### src/rtl/hazard_ctrl.sv
// rtl/hazard_ctrl.sv - hazard, forwarding and memory-freeze control for the 5-stage RV32 pipeline
module hazard_ctrl #(
    parameter int          MEM_LAT = 2,
    parameter logic [1:0]  WB_MEM  = 2'b01,
    parameter int          CNT_W   = 16
) (
    input  logic             clk,
    input  logic             rst_n,
    input  logic [4:0]       id_rs1,
    input  logic [4:0]       id_rs2,
    input  logic             id_use_rs1,
    input  logic             id_use_rs2,
    input  logic [4:0]       ex_rd,
    input  logic             ex_regwen,
    input  logic [1:0]       ex_wbsel,
    input  logic             ex_br_taken,
    input  logic [4:0]       mem_rd,
    input  logic             mem_regwen,
    input  logic             mem_is_load,
    input  logic [4:0]       wb_rd,
    input  logic             wb_regwen,
    output logic             stall_f,
    output logic             stall_d,
    output logic             stall_e,
    output logic             clear_f,
    output logic             clear_d,
    output logic [1:0]       fwd_a,
    output logic [1:0]       fwd_b,
    output logic [CNT_W-1:0] stall_cnt,
    output logic [CNT_W-1:0] flush_cnt
);

    localparam logic [0:0] RUN      = 1'b0;
    localparam logic [0:0] MEM_WAIT = 1'b1;

    localparam int              WC_W    = (MEM_LAT > 2) ? $clog2(MEM_LAT) : 1;
    localparam logic [WC_W-1:0] WC_LOAD = WC_W'((MEM_LAT > 0) ? (MEM_LAT - 1) : 0);
    localparam logic            LAT_EN  = (MEM_LAT > 0);

    logic [0:0]       r_state;
    logic [WC_W-1:0]  r_wait_cnt;
    logic             r_ld_done;
    logic [CNT_W-1:0] r_stall_cnt;
    logic [CNT_W-1:0] r_flush_cnt;

    logic w_freeze_start;
    logic w_freeze;
    logic w_wait_exit;
    logic w_redirect;
    logic w_lu_hit;
    logic w_load_use;

    function automatic logic [1:0] fwd_sel(
        input logic [4:0] rs,
        input logic [4:0] m_rd,
        input logic       m_wen,
        input logic [4:0] w_rd,
        input logic       w_wen
    );
        if (rs != 5'd0 && m_wen && m_rd == rs)
            return 2'b01;
        else if (rs != 5'd0 && w_wen && w_rd == rs)
            return 2'b10;
        else
            return 2'b00;
    endfunction

    // ld_done blocks a second freeze while the same load still sits in MEM
    assign w_freeze_start = (r_state == RUN) && mem_is_load && !r_ld_done && LAT_EN;
    assign w_freeze       = w_freeze_start || (r_state == MEM_WAIT);
    assign w_wait_exit    = (w_freeze_start && (WC_LOAD == '0)) ||
                            ((r_state == MEM_WAIT) && (r_wait_cnt <= WC_W'(1)));

    assign w_lu_hit   = ex_regwen && (ex_wbsel == WB_MEM) && (ex_rd != 5'd0) &&
                        ((id_use_rs1 && id_rs1 == ex_rd) || (id_use_rs2 && id_rs2 == ex_rd));
    assign w_redirect = !w_freeze && ex_br_taken;
    assign w_load_use = !w_freeze && !ex_br_taken && w_lu_hit;

    // Reset forces bubbles into both stage registers without stalling
    always_comb begin
        stall_f = rst_n && (w_freeze || w_load_use);
        stall_d = rst_n && (w_freeze || w_load_use);
        stall_e = rst_n && w_freeze;
        clear_f = !rst_n || w_redirect;
        clear_d = !rst_n || w_redirect || w_load_use;
        fwd_a   = rst_n ? fwd_sel(id_rs1, mem_rd, mem_regwen, wb_rd, wb_regwen) : 2'b00;
        fwd_b   = rst_n ? fwd_sel(id_rs2, mem_rd, mem_regwen, wb_rd, wb_regwen) : 2'b00;
    end

    always_ff @(posedge clk or negedge rst_n) begin
        if (!rst_n) begin
            r_state    <= RUN;
            r_wait_cnt <= '0;
            r_ld_done  <= 1'b0;
        end else begin
            if (!w_freeze)
                r_ld_done <= 1'b0;
            else if (w_wait_exit)
                r_ld_done <= 1'b1;

            case (r_state)
                RUN: begin
                    if (w_freeze_start && (WC_LOAD != '0)) begin
                        r_state    <= MEM_WAIT;
                        r_wait_cnt <= WC_LOAD;
                    end
                end
                default: begin
                    r_wait_cnt <= r_wait_cnt - 1'b1;
                    if (w_wait_exit)
                        r_state <= RUN;
                end
            endcase
        end
    end

    always_ff @(posedge clk or negedge rst_n) begin
        if (!rst_n) begin
            r_stall_cnt <= '0;
            r_flush_cnt <= '0;
        end else begin
            if (stall_f && (r_stall_cnt != '1))
                r_stall_cnt <= r_stall_cnt + 1'b1;
            if (w_redirect && (r_flush_cnt != '1))
                r_flush_cnt <= r_flush_cnt + 1'b1;
        end
    end

    assign stall_cnt = r_stall_cnt;
    assign flush_cnt = r_flush_cnt;

endmodule

### config.mk
export PLATFORM = sky130hd
export DESIGN_NAME = hazard_ctrl
export DESIGN_NICKNAME = d
export VERILOG_FILES = /design/src/rtl/hazard_ctrl.sv
export SDC_FILE = /design/constraint.sdc
export NUM_CORES = 1
export LEC_CHECK = 0
export CAP_MARGIN = 15
export CORE_MARGIN = 4
export CORE_UTILIZATION = 30
export CTS_CLUSTER_SIZE = 25
export DETAILED_ROUTE_END_ITERATION = 8
export GPL_ROUTABILITY_DRIVEN = 0
export GPL_TIMING_DRIVEN = 0
export HOLD_SLACK_MARGIN = 0.02
export PLACE_DENSITY = 0.6
export SYNTH_ARGS = -nofsm -noshare
export SYNTH_HDL_FRONTEND = slang
export SYNTH_SLANG_ARGS = --single-unit
### constraint.sdc
create_clock -name clk -period 4.95 [get_ports clk]
set_input_delay 0.7425 -clock clk [delete_from_list [all_inputs] [get_ports clk]]
set_output_delay 0.7425 -clock clk [all_outputs]
set_load 0.005 [all_outputs]
==> flow_metrics.tcl <==
set metrics [dict create \
    h-tree-depth 2 \
    clock-sinks 34 \
    reg2reg_depth 9 \
    ys_types 38 \
    cap_viol_max_count 0 \
    synth_edf_count 0 \
    area_growth_pct 45.2 \
    syn_area_um2 2080 \
    wire_per_inst_um 14.4 \
    arrival_ps 2920 \
    insertion_delay_ps 280 \
    cts_tree "yes" \
    status "completed" \
    dieWidth_um 91.2 \
    synth_top_area_share 0.410 \
    critPathRequiredTime_ps 4210 \
    drtIter0Drc 30 \
    wirelength_um 5260 \
    antenna_cells 0 \
    path_cells "clkdlybuf4s50_1, or4_1, nor2_1, nor4_1, nor4_1, clkdlybuf4s50_1" \
    worst_r2r_endpoint "stall_cnt[14]" \
    synthFlopType "dfrtp_1" \
    start_util 0.307 \
    worstSetupEndpointType "output pin" \
    ioPinCount 77 \
    grt_pass1_vias 1787 \
    worstPathMaxFanout 4 \
    portBuffers 76 \
    cp_slowest_cell "or4_1" \
    cp-endpoint "fwd_b[1]" \
    dieArea_um2 8310 \
    ir_drop_mv 0.193 \
    post-route-period-util 0.740 \
    grt_overflow_total 0 \
    via_count 1755 \
    clockBufferDepth 2 \
    yosys.area.top_type "dfrtp_1" \
    async_reset_ff_frac 1.00 \
    slew_headroom 0.479 \
    syn_inst 204 \
    synthTopCellsByArea "dfrtp_1 41%, xnor2_1 19%, xor2_1 5.1%" \
    min_path_type "reg -> reg" \
    worst_hold_slack_ps 490 \
    grt_pass1_wl_um 8790 \
    cts_setup_buffers 0 \
    drv_slew 0 \
    syn_avg_cell_area_um2 10.2 \
    ctsHoldBuffers 0 \
    powerDensity_nw_per_um2 292 \
    fillers 645 \
    critPathLaunchType "primary input" \
    seqCellArea_um2 851 \
    via_per_inst 4.80 \
    dp_hpwl_um 4210 \
    numCtsBuffers 5 \
    tightestPinTransition_ps 781 \
    fp-row-count 30 \
    firstDrtPassIters 4 \
    root_buffer "clkbuf_8" \
    yosys_register_bits 34 \
    synthesis.nets 242 \
    crit_start "id_rs2[1]" \
    synth_warnings 0 \
    antenna_found_initial 0 \
    drive_above_1_share 0.0699 \
    power.leakage_nw 1.20 \
    cts_resized 0 \
    drc_errors 0 \
    finalCriticalPeriod_ps 3660 \
    crit_type "in -> out" \
    max_freq_ghz 0.273 \
    multiInputGateArea_um2 1180 \
    critPathMaxStageDelay_ps 560 \
    grt_max_degree 36 \
    setup_tns_ps 0 \
    hold_violations 0 \
    r2r-start "stall_cnt[0]" \
    core_um2 6760 \
    r2r_slack_ps 3050 \
    rsz0062_at_grt "no" \
    path_clk_slew_ps 70 \
    finalClockSkew_ps 3.98 \
    yosysSeqAreaShare 0.410 \
    ant_nets 0 \
    track_usage 0.131 \
    setup_viol 0 \
    die_y_um 91.2 \
    nets 325 \
]
-- power breakdown --
part	total, mW	internal, mW	switching (mW)	leakage, nW
clock	0.201	0.107	0.0936	0.0431
sequential	0.393	0.325	0.0675	0.442
combinational	0.285	0.179	0.106	0.715
total	0.879	0.612	0.267	1.20
-- stage by stage --
step                      cells   util  worst slack (ps)  total power, mW  area (µm²)
after floorplan             204      -              2460            0.514        2080
after global placement      360  0.435               514            0.680        2940
after detailed placement    360  0.434              1300            0.684        2930
after CTS                   366  0.446              1310            0.890        3010
after global routing        366  0.446              1220            0.934        3010
final                       366  0.446              1290            0.879        3010
-- worst min path at each step --
stage / startpoint / endpoint / slack [ps] / cells after the start
final: stall_cnt[5] / stall_cnt[5] / 490 / 1
after global placement: flush_cnt[9] / flush_cnt[9] / 480 / 1
after detailed placement: stall_cnt[5] / stall_cnt[5] / 480 / 1
after global routing: stall_cnt[13] / stall_cnt[13] / 510 / 1
after floorplan: rst_n / flush_cnt[0] / 450 / 0
after CTS: stall_cnt[13] / stall_cnt[13] / 500 / 1
-- area by class of cell --
cell class                      count  area share
Buffer                              6      0.0104
Inverter                            4     0.00498
Clock buffer                        6      0.0274
Tap cell                           80      0.0332
Sequential cell                    34       0.282
Timing Repair Buffer               76       0.251
Multi-Input combinational cell    160       0.391
-- cell families (layout without fill, tap and decap cells) --
family	after synthesis	after routing	synth area share
buffers and inverters	10	92	0.0223
AND/OR/NAND/NOR	87	87	0.250
adder cells (fa/ha/maj)	2	2	0.0121
flip-flops	34	34	0.410
multiplexers	3	3	0.0175
XOR/XNOR	57	57	0.241
AO/OA/AOI/OAI	11	11	0.0476
-- synth_stat cells (2+ instances only) --
| cell type | instances |
|---|---|
| nand3_1 | 17 |
| a21oi_1 | 2 |
| dfrtp_1 | 34 |
| nor2_1 | 11 |
| nor4_1 | 6 |
| nand2_1 | 11 |
| clkbuf_1 | 3 |
| o221ai_1 | 2 |
| and2_1 | 6 |
| nor2b_1 | 3 |
| a31oi_1 | 2 |
| nor3_1 | 3 |
| inv_1 | 4 |
| and4_1 | 2 |
| xnor2_1 | 45 |
| buf_4 | 2 |
| xor2_1 | 12 |
| nand2b_1 | 2 |
| nand4_1 | 11 |
| or4_1 | 2 |
| ha_1 | 2 |
| and3_1 | 6 |
-- layout by cell type, fill, tap and decap left out, drive strengths merged, types with 3 or more instances in the layout --
cell type	synthesis	layout
xor2	12	12
nor2	11	11
nand3	17	17
nand2	11	11
nor2b	3	3
clkdlybuf4s50	0	75
and3	6	6
and4	3	3
buf	3	4
inv	4	4
clkbuf	3	9
nand4	12	12
xnor2	45	45
dfrtp	34	34
nor4	6	6
nor3	5	5
and2	7	7
-- state kept, by name (all words and copies together), names as in the netlist --
| register | count |
|---|---|
| r_ld_done | 1 |
| stall_cnt | 16 |
| flush_cnt | 16 |
| r_state | 1 |
-- critical path, delay by kind of cell --
family	cells	cell delay, ps
AND/OR/NAND/NOR	4	1100
buffers and inverters	2	1070
-- per-layer routing --
layer	share of wire	routed length, µm	vias to the layer above	GRT usage
met1	0.46	2420	819	0.171
met3	0.050	263	11	0.0365
met2	0.46	2430	46	0.207
met5	0	0	-	0
li1	-	-	879	-
met4	0.027	143	0	0.0490
Power figures use the tool's default switching activity.
